$ cat config.mk
export PLATFORM = sky130hd
export DESIGN_NAME = rr_req_4
export DESIGN_NICKNAME = d
export VERILOG_FILES = /design/src/rtl/rr_req_4.sv
export SDC_FILE = /design/constraint.sdc
export NUM_CORES = 1
export LEC_CHECK = 0
export CORE_ASPECT_RATIO = 0.8
export CORE_MARGIN = 3
export CORE_UTILIZATION = 58
export DETAILED_ROUTE_END_ITERATION = 16
export DONT_BUFFER_PORTS = 1
export GPL_TIMING_DRIVEN = 0
export PLACE_DENSITY_LB_ADDON = 0.1
export SLEW_MARGIN = 10
export SYNTH_ARGS = -nofsm -noshare
export SYNTH_HDL_FRONTEND = slang
export SYNTH_SLANG_ARGS = --single-unit
$ cat constraint.sdc
create_clock -name clk -period 2.7 [get_ports clk]
set_clock_uncertainty 0.2 [all_clocks]
set_input_delay 0.81 -clock clk [delete_from_list [all_inputs] [get_ports clk]]
set_output_delay 0.81 -clock clk [all_outputs]
set_load 0.1 [all_outputs]
$ cat src/rtl/rr_req_4.sv
// rr_req_4: descriptor-driven packet requester for a round-robin scheduler.
//
// Descriptors {dest, len} are queued in a small FIFO. One at a time the head
// descriptor is popped; the block raises a one-hot request toward the
// scheduler for its destination port. Once granted, it holds the grant
// (stall) and streams len+1 words downstream under tx_ready backpressure.
// Then it drops the request for one cycle so the scheduler can rotate.
//
// Ports:
//   clk, rst      clock, asynchronous active-high reset
//   clr           synchronous flush (queue, FSM, beat counter, err; not pkt_cnt)
//   desc_valid    descriptor offered
//   desc_dest     destination port index
//   desc_len      packet length in words minus one
//   desc_ready    queue not full
//   req           one-hot request to scheduler
//   grant         one-hot grant from scheduler
//   stall         hold-grant while a transfer is in progress
//   tx_valid      word transferred this cycle when tx_ready is high
//   tx_ready      downstream backpressure
//   tx_last       final word of the packet, qualified by tx_valid
//   pkt_cnt       completed-packet counter, wraps
//   err           sticky protocol error flag
module rr_req_4 #(
    parameter int GSIZE     = 4,
    parameter int LOG_GSIZE = 2,
    parameter int LWIDTH    = 8,
    parameter int QDEPTH    = 4
) (
    input  logic                 clk,
    input  logic                 rst,
    input  logic                 clr,
    input  logic                 desc_valid,
    input  logic [LOG_GSIZE-1:0] desc_dest,
    input  logic [LWIDTH-1:0]    desc_len,
    output logic                 desc_ready,
    output logic [GSIZE-1:0]     req,
    input  logic [GSIZE-1:0]     grant,
    output logic                 stall,
    output logic                 tx_valid,
    input  logic                 tx_ready,
    output logic                 tx_last,
    output logic [15:0]          pkt_cnt,
    output logic                 err
);

    localparam int PW = (QDEPTH > 1) ? $clog2(QDEPTH) : 1;
    localparam int CW = PW + 1;
    localparam int BW = LWIDTH + 1;

    typedef enum logic [1:0] {
        S_IDLE = 2'd0,
        S_REQ  = 2'd1,
        S_XFER = 2'd2
    } state_t;

    // One-hot decode of a destination index.
    function automatic logic [GSIZE-1:0] dest_onehot(input logic [LOG_GSIZE-1:0] idx);
        logic [GSIZE-1:0] v;
        for (int i = 0; i < GSIZE; i++) begin
            v[i] = (idx == LOG_GSIZE'(i));
        end
        return v;
    endfunction

    state_t                 state_q,    state_d;
    logic [LOG_GSIZE-1:0]   cur_dest_q, cur_dest_d;
    logic [LWIDTH-1:0]      cur_len_q,  cur_len_d;
    logic [BW-1:0]          beat_q,     beat_d;
    logic [15:0]            pkt_cnt_q,  pkt_cnt_d;
    logic                   err_q,      err_d;
    logic [PW-1:0]          wr_ptr_q,   wr_ptr_d;
    logic [PW-1:0]          rd_ptr_q,   rd_ptr_d;
    logic [CW-1:0]          count_q,    count_d;

    logic [LOG_GSIZE-1:0]   mem_dest_q [QDEPTH];
    logic [LWIDTH-1:0]      mem_len_q  [QDEPTH];

    logic                   full_s;
    logic                   empty_s;
    logic                   dest_ok_s;
    logic                   accept_s;
    logic                   push_s;
    logic                   pop_s;
    logic                   busy_s;
    logic [GSIZE-1:0]       req_vec_s;
    logic                   grant_cur_s;
    logic                   grant_other_s;
    logic                   tx_valid_s;
    logic                   beat_acc_s;
    logic                   last_s;
    logic                   err_set_s;

    assign full_s        = (count_q == CW'(QDEPTH));
    assign empty_s       = (count_q == '0);
    // Out-of-range destinations only exist when GSIZE is not a power of two.
    assign dest_ok_s     = ({1'b0, desc_dest} < (LOG_GSIZE + 1)'(GSIZE));
    assign accept_s      = desc_valid & ~full_s;
    assign push_s        = accept_s & dest_ok_s;
    assign pop_s         = (state_q == S_IDLE) & ~empty_s;
    assign busy_s        = (state_q == S_REQ) | (state_q == S_XFER);
    assign req_vec_s     = dest_onehot(cur_dest_q);
    assign grant_cur_s   = |(grant & req_vec_s);
    assign grant_other_s = |(grant & ~req_vec_s);
    assign tx_valid_s    = (state_q == S_XFER) & grant_cur_s;
    assign beat_acc_s    = tx_valid_s & tx_ready;
    assign last_s        = (beat_q == {1'b0, cur_len_q});
    // A stray grant bit while requesting, or losing our grant mid-packet.
    assign err_set_s     = (accept_s & ~dest_ok_s)
                         | (busy_s & grant_other_s)
                         | ((state_q == S_XFER) & ~grant_cur_s);

    // req/stall depend only on registered state, never on grant or tx_ready.
    assign desc_ready = ~full_s;
    assign req        = busy_s ? req_vec_s : {GSIZE{1'b0}};
    assign stall      = (state_q == S_XFER);
    assign tx_valid   = tx_valid_s;
    assign tx_last    = tx_valid_s & last_s;
    assign pkt_cnt    = pkt_cnt_q;
    assign err        = err_q;

    // Next-state logic for the FSM, queue pointers, counters and error flag.
    always_comb begin
        state_d    = state_q;
        cur_dest_d = cur_dest_q;
        cur_len_d  = cur_len_q;
        beat_d     = beat_q;
        pkt_cnt_d  = pkt_cnt_q;
        err_d      = err_q;
        wr_ptr_d   = wr_ptr_q;
        rd_ptr_d   = rd_ptr_q;
        count_d    = count_q;
        if (clr) begin
            // Flush wins over every other event this cycle; pkt_cnt survives.
            state_d  = S_IDLE;
            beat_d   = '0;
            err_d    = 1'b0;
            wr_ptr_d = '0;
            rd_ptr_d = '0;
            count_d  = '0;
        end else begin
            err_d = err_q | err_set_s;
            if (push_s) begin
                wr_ptr_d = wr_ptr_q + PW'(1);
            end else begin
                wr_ptr_d = wr_ptr_q;
            end
            if (pop_s) begin
                rd_ptr_d = rd_ptr_q + PW'(1);
            end else begin
                rd_ptr_d = rd_ptr_q;
            end
            count_d = count_q + CW'(push_s) - CW'(pop_s);
            case (state_q)
                S_IDLE: begin
                    if (pop_s) begin
                        cur_dest_d = mem_dest_q[rd_ptr_q];
                        cur_len_d  = mem_len_q[rd_ptr_q];
                        beat_d     = '0;
                        state_d    = S_REQ;
                    end else begin
                        state_d = S_IDLE;
                    end
                end
                S_REQ: begin
                    if (grant_cur_s) begin
                        state_d = S_XFER;
                    end else begin
                        state_d = S_REQ;
                    end
                end
                S_XFER: begin
                    if (beat_acc_s) begin
                        if (last_s) begin
                            state_d   = S_IDLE;
                            beat_d    = '0;
                            pkt_cnt_d = pkt_cnt_q + 16'd1;
                        end else begin
                            beat_d = beat_q + BW'(1);
                        end
                    end else begin
                        beat_d = beat_q;
                    end
                end
                default: begin
                    state_d = S_IDLE;
                end
            endcase
        end
    end

    // State and counter registers.
    always_ff @(posedge clk or posedge rst) begin
        if (rst) begin
            state_q    <= S_IDLE;
            cur_dest_q <= '0;
            cur_len_q  <= '0;
            beat_q     <= '0;
            pkt_cnt_q  <= 16'd0;
            err_q      <= 1'b0;
            wr_ptr_q   <= '0;
            rd_ptr_q   <= '0;
            count_q    <= '0;
        end else begin
            state_q    <= state_d;
            cur_dest_q <= cur_dest_d;
            cur_len_q  <= cur_len_d;
            beat_q     <= beat_d;
            pkt_cnt_q  <= pkt_cnt_d;
            err_q      <= err_d;
            wr_ptr_q   <= wr_ptr_d;
            rd_ptr_q   <= rd_ptr_d;
            count_q    <= count_d;
        end
    end

    // Descriptor storage; contents are don't-care until written.
    always_ff @(posedge clk) begin
        if (push_s && !clr) begin
            mem_dest_q[wr_ptr_q] <= desc_dest;
            mem_len_q[wr_ptr_q]  <= desc_len;
        end
    end

endmodule
Yosys cells after proc, flatten, opt, wreduce, memory -nomap -nowiden
Memory sizes are Yosys's and may differ from the RTL's. A register that Yosys moved wholly into a read port is not among the register bits.
Cells that the tools add are included.
Widths: inputs -> output; s select.
{"block": "totals", "regBits": 35, "ramBits": 40, "inputBits": 19, "wordCells": 76, "memories": 2}
{"memory": "mem_len_q", "words": 4, "width": 8, "rd": 1, "rd_ports_with_merged_regs": 1, "wr": 1, "line_no": "77", "rtl": "logic [LWIDTH-1:0] mem_len_q [QDEPTH];"}
{"memory": "mem_dest_q", "words": 4, "width": 2, "rd": 1, "rd_ports_with_merged_regs": 1, "wr": 1, "line_no": "76", "rtl": "logic [LOG_GSIZE-1:0] mem_dest_q [QDEPTH];"}
{"block": "classes", "add_sub_neg": 6, "eq_ne": 10, "n_mux": 20, "bitwise": 17, "reduce_logical": 14}
{"op": "$mux 9", "count": 4}
{"op": "$pmux 9 s2", "count": 1}
{"op": "$add 16x1->16 const B", "count": 1}
{"op": "$mux 2", "count": 8}
{"op": "$add 9x1->9 const B", "count": 1}
{"op": "$eq 9x8->1", "count": 1}
{"op": "$and 4x4->4", "count": 2}
{"op": "$reduce_or 4->1", "count": 2}
{"op": "$and 1x1->1", "count": 7}
{"op": "$eq 2x2->1 const B", "count": 3}
{"op": "$ne 3x2->1 const B", "count": 2}
{"op": "$pmux 2 s3", "count": 1}
{"op": "$reduce_and 3->1", "count": 2}
{"op": "$add 2x1->2 const B", "count": 2}
{"op": "$eq 2x1->1 const B", "count": 2}
{"op": "$logic_not 2->1", "count": 2}
{"op": "$mux 1", "count": 4}
{"op": "$mux 4", "count": 1}
{"op": "$not 1->1", "count": 4}
{"op": "$not 4->4", "count": 1}
{"op": "$reduce_and 4->1", "count": 1}
{"op": "$reduce_bool 2->1", "count": 2}
{"op": "$add 3x1->3", "count": 1}
{"op": "$eq 3x3->1 const B", "count": 1}
{"op": "9 further kinds", "count": 11}

Logic depth before layout (Yosys ltp)
{"block": "depth", "word_depth": 8, "mapped_depth": 10, "mapped_depth_nobuf": 10}

Worst setup path before layout
Ideal clock, no wire load.
{"block": "synth_path", "kind": "flip-flop to output port", "from": "register state_q[1]", "to": "output req[0]", "arrival_ns": 2.927, "required_ns": 1.690, "setup_slack_ns": -1.237, "stages_incl_launch_ff": 4, "path_buffers": 0, "cell_sequence": "dfrtp_1 > inv_1 > ha_1 > nor3b_1"}
{"block": "synth_via", "elab_chain_cells": 3}
{"item": "from (decl)", "line_no": "66", "rtl": "state_t state_q, state_d;"}
{"item": "from (signal assigned)", "line_no": "205", "rtl": "state_q <= state_d;"}
{"item": "$eq 2x1->1 / $eq 2x2->1 (equally long branches)", "line_no": "101", "rtl": "assign busy_s = (state_q == S_REQ) | (state_q == S_XFER);"}
{"item": "$or 1x1->1 (*)", "line_no": "101"}
{"item": "$mux 4 (*)", "line_no": "115", "rtl": "assign req = busy_s ? req_vec_s : {GSIZE{1'b0}};"}
{"item": "to (decl)", "line_no": "37", "rtl": "output logic [GSIZE-1:0] req,"}
Mark *: on every way between the ends. The rest lies on a longest branch, timed or not.

Worst setup path after layout
{"block": "layout_path", "from": "register state_q[0]", "to": "output tx_last"}
{"block": "layout_via", "elab_chain_cells": 3}
{"item": "$eq 2x2->1"}
{"item": "net stall", "line_no": "39", "rtl": "output logic stall,"}
{"item": "$and 1x1->1", "line_no": "105", "rtl": "assign tx_valid_s = (state_q == S_XFER) & grant_cur_s;"}
{"item": "net tx_valid", "line_no": "40", "rtl": "output logic tx_valid,"}
{"item": "$and 1x1->1", "line_no": "118", "rtl": "assign tx_last = tx_valid_s & last_s;"}
{"item": "to (decl)", "line_no": "42", "rtl": "output logic tx_last,"}
The timed path passes the listed nets, and every way through them passes these cells.

==> metrics.md <==
| Metric | Value |
|---|---|
| Clk_lat worst skew | `0.36 ns` |
| Number of global-route vias before repair | `2,388` |
| Share of post-route cells with drive strength above 1 | `0.279` |
| Die span in y | `80.0 um` |
| Slew Viols, Final | `0` |
| Global Route Usage Sum | `0.193` |
| Flip-flop and latch count after synthesis | `85` |
| Commonest non-fill, non-tap cell in the layout | `dfrtp_1` |
| Via total after detailed routing | `2,335` |
| Rows | `26` |
| Distinct cells, synth | `46` |
| Starting Density | `0.609` |
| Crit Path Class | `reg2out` |
| CTS Hold Bufs | `0` |
| Syn Area/Cell | `13.6 um^2` |
| Normalized max-slew margin | `0.258` |
| Crit path DAT | `2.18 ns` |
| Antenna violations before repair | `0` |
| Ports | `44` |
| Die width | `98.4 um` |
| PortBufs | `0` |
| Gr ovfl total | `0` |
| Clk buf depth | `2` |
| Maxcap violations | `0` |
| Peak supply drop | `0.000436 V` |
| Crit share post-route | `1.18` |
| DRT iter0 DRCs | `114` |
| CTS clock-pin slew for the worst setup and hold paths | `0.09 ns` |
| Final setup fails | `7` |
| Post-route ant nets | `0` |
| Violated checks | `setup timing` |
| Synth Warn # | `0` |
| Diode count | `0` |
| Post-DP HPWL | `4860 um` |
| Final worst setup slack | `-0.493 ns` |
| Outcome | `finished with violations` |
| CTS tree | `built` |
| TritonCTS Sinks | `85` |
| Design Power | `0.00387 W` |
| First-pass GRT wire length | `11,700 um` |
| Core ar. | `0.00651 mm^2` |
| Final hold violations | `0` |
| Place WS | `-0.272 ns` |
| Syn nets | `322` |
| Pwr per Cell Area | `856 mW/mm^2` |
| Slew @ Worst Pin | `1.11 ns` |
| Lkg Pwr | `1.84 nW` |
| Drt pass-1 iters | `4` |
| Asr flop ratio synth | `0.529` |
| HP Class | `in2async` |
| Fmax | `313 MHz` |
| Routed WL per cell | `17.4 um` |
| Placer Congestion | `0.810` |
| Syn Inst Count | `291` |
| Ys flop type | `dfrtp_1` |
| Nets | `345` |
| Number of vias per cell | `5.79` |
| H-Tree Depth | `3` |
| CTS Buf Count | `9` |
| Final min period | `3.19 ns` |
| Seq/Total Area, Yosys | `0.587` |
| CP Capture Type | `primary output` |
| Final WL | `7010 um` |
| Root buf cell | `clkbuf_8` |
| Crit-path max FO | `3` |
| Filler cell count | `451` |
| Worst path required time | `1.69 ns` |
| Post-synth EDFFs | `40` |
| Largest net degree at the start of global routing | `28` |
| Netlist Area Pre-Place | `0.00397 mm^2` |
| Area grow syn2layout | `14.0%` |
| Final routed DRC violation total | `0` |
| RSZ-0062 raised after global routing | `true` |
| Worst Setup Start Kind | `flip-flop` |
| DIE AREA | `0.00787 mm^2` |
| Most frequent cells in the layout | `dfrtp_1 (43), edfxtp_1 (40), nand3_1 (18), xnor2_1 (16), nand2_1 (14)` |
-- logic make-up (layout without fill, tap and decap cells) --
group           Yosys count  in the layout  synth area share
simple gates            100            100             0.149
flops                    85             85             0.587
buf+inv                  20             48            0.0246
mux                      24             24            0.0991
xor+xnor                 29             29            0.0641
compound gates           21             21            0.0366
fa+ha+maj                12             12            0.0398
-- per-layer routing --
layer / vias to the layer above / track usage / part of all wire
met1: 1144 / 0.248 / 0.42
met2: 58 / 0.306 / 0.49
li1: 1121 / - / -
met4: 0 / 0.0764 / 0.016
met5: - / 0 / 0
met3: 12 / 0.0620 / 0.068
-- per-stage QoR --
stage | hold WS, ns | cell area [um^2] | utilization | TNS, ns | std cells
floorplan | 0.301 | 3990 | - | -0.507 | 291
global placement | 0.318 | 4100 | 0.630 | -1.45 | 375
detailed placement | 0.319 | 4120 | 0.634 | -1.13 | 376
CTS | 0.116 | 4420 | 0.679 | -1.85 | 401
global route | 0.133 | 4520 | 0.695 | -2.10 | 403
finish | 0.114 | 4520 | 0.695 | -1.16 | 403
-- sequential cells by signal (all words and copies together) (netlist names) --
signal and flops:
pkt_cnt 16, cur_len_q 8, wr_ptr_q 2, mem_len_q 32, err 1, mem_dest_q 8
count_q 3, state_q 2, cur_dest_q 2, beat_q 9, rd_ptr_q 2
-- worst max-delay path, cell delays in order, from the launching register on --
cell	delay, ns
dfrtp_1	0.41
inv_2	0.09
ha_4	0.34
buf_6	0.15
and2_4	0.33
and4_4	0.50
-- where the power goes --
part	switching [W]	internal, W
clock	0.000474	0.000352
sequential	0.000181	0.00152
combinational	0.000762	0.000576
-- synth_stat cells (all sizes together) (2+ instances only) --
library cell / number / area (um^2)
o31ai: 2 / 15.0
ha: 11 / 138
a21oi: 6 / 30.0
nor3: 6 / 30.0
o21ai: 2 / 10.0
and2: 5 / 32.5
nor4: 4 / 70.1
nand3: 20 / 100
clkbuf: 4 / 15.0
nor2b: 5 / 31.3
o21bai: 2 / 15.0
and3: 6 / 38.8
mux2: 12 / 135
or4: 5 / 41.3
inv: 12 / 45.0
mux4: 11 / 248
and4: 3 / 26.3
buf: 4 / 37.5
xor2: 10 / 87.6
dfrtp: 45 / 1130
edfxtp: 40 / 1200
or2: 2 / 12.5
a22o: 2 / 17.5
nor2: 15 / 56.3
xnor2: 19 / 166
nand2: 18 / 75.1
nand4: 7 / 43.8
-- final cells by class --
| cell class | instances | area (um^2) | share of cell area |
|---|---|---|---|
| clock buffer | 10 | 128 | 0.0282 |
| multi-input combinational | 186 | 1690 | 0.373 |
| sequential | 85 | 2330 | 0.515 |
| inverter | 12 | 45.0 | 0.00996 |
| buffer | 8 | 53.8 | 0.0119 |
| timing repair buffer | 12 | 118 | 0.0260 |
| clock inverter | 6 | 53.8 | 0.0119 |
| tap | 84 | 105 | 0.0232 |
-- final timing paths --
check                                         start                       end  slack, ns  cells past startpoint
max                          state_q[0]$_DFFE_PP0P_                   tx_last      -0.49                      5
min                                             rst   wr_ptr_q[0]$_DFFE_PP0P_       0.11                      1
max reg2reg                  state_q[0]$_DFFE_PP0P_    pkt_cnt[5]$_DFFE_PP0P_      -0.04                     11
min reg2reg                cur_len_q[4]$_DFFE_PP0P_  cur_len_q[4]$_DFFE_PP0P_       0.33                      1
max in group asynchronous                       rst    pkt_cnt[1]$_DFFE_PP0P_       1.69                      2
min in group clk           cur_len_q[4]$_DFFE_PP0P_  cur_len_q[4]$_DFFE_PP0P_       0.33                      1
-- repair_timing --
action,CTS,global route
setup endpoints to repair,13,29
pin swaps,8,6
buffers inserted,9,2
resized for setup,15,18
endpoints found under the hold margin,0,0
No activity file was read; power rests on OpenSTA's default activity.
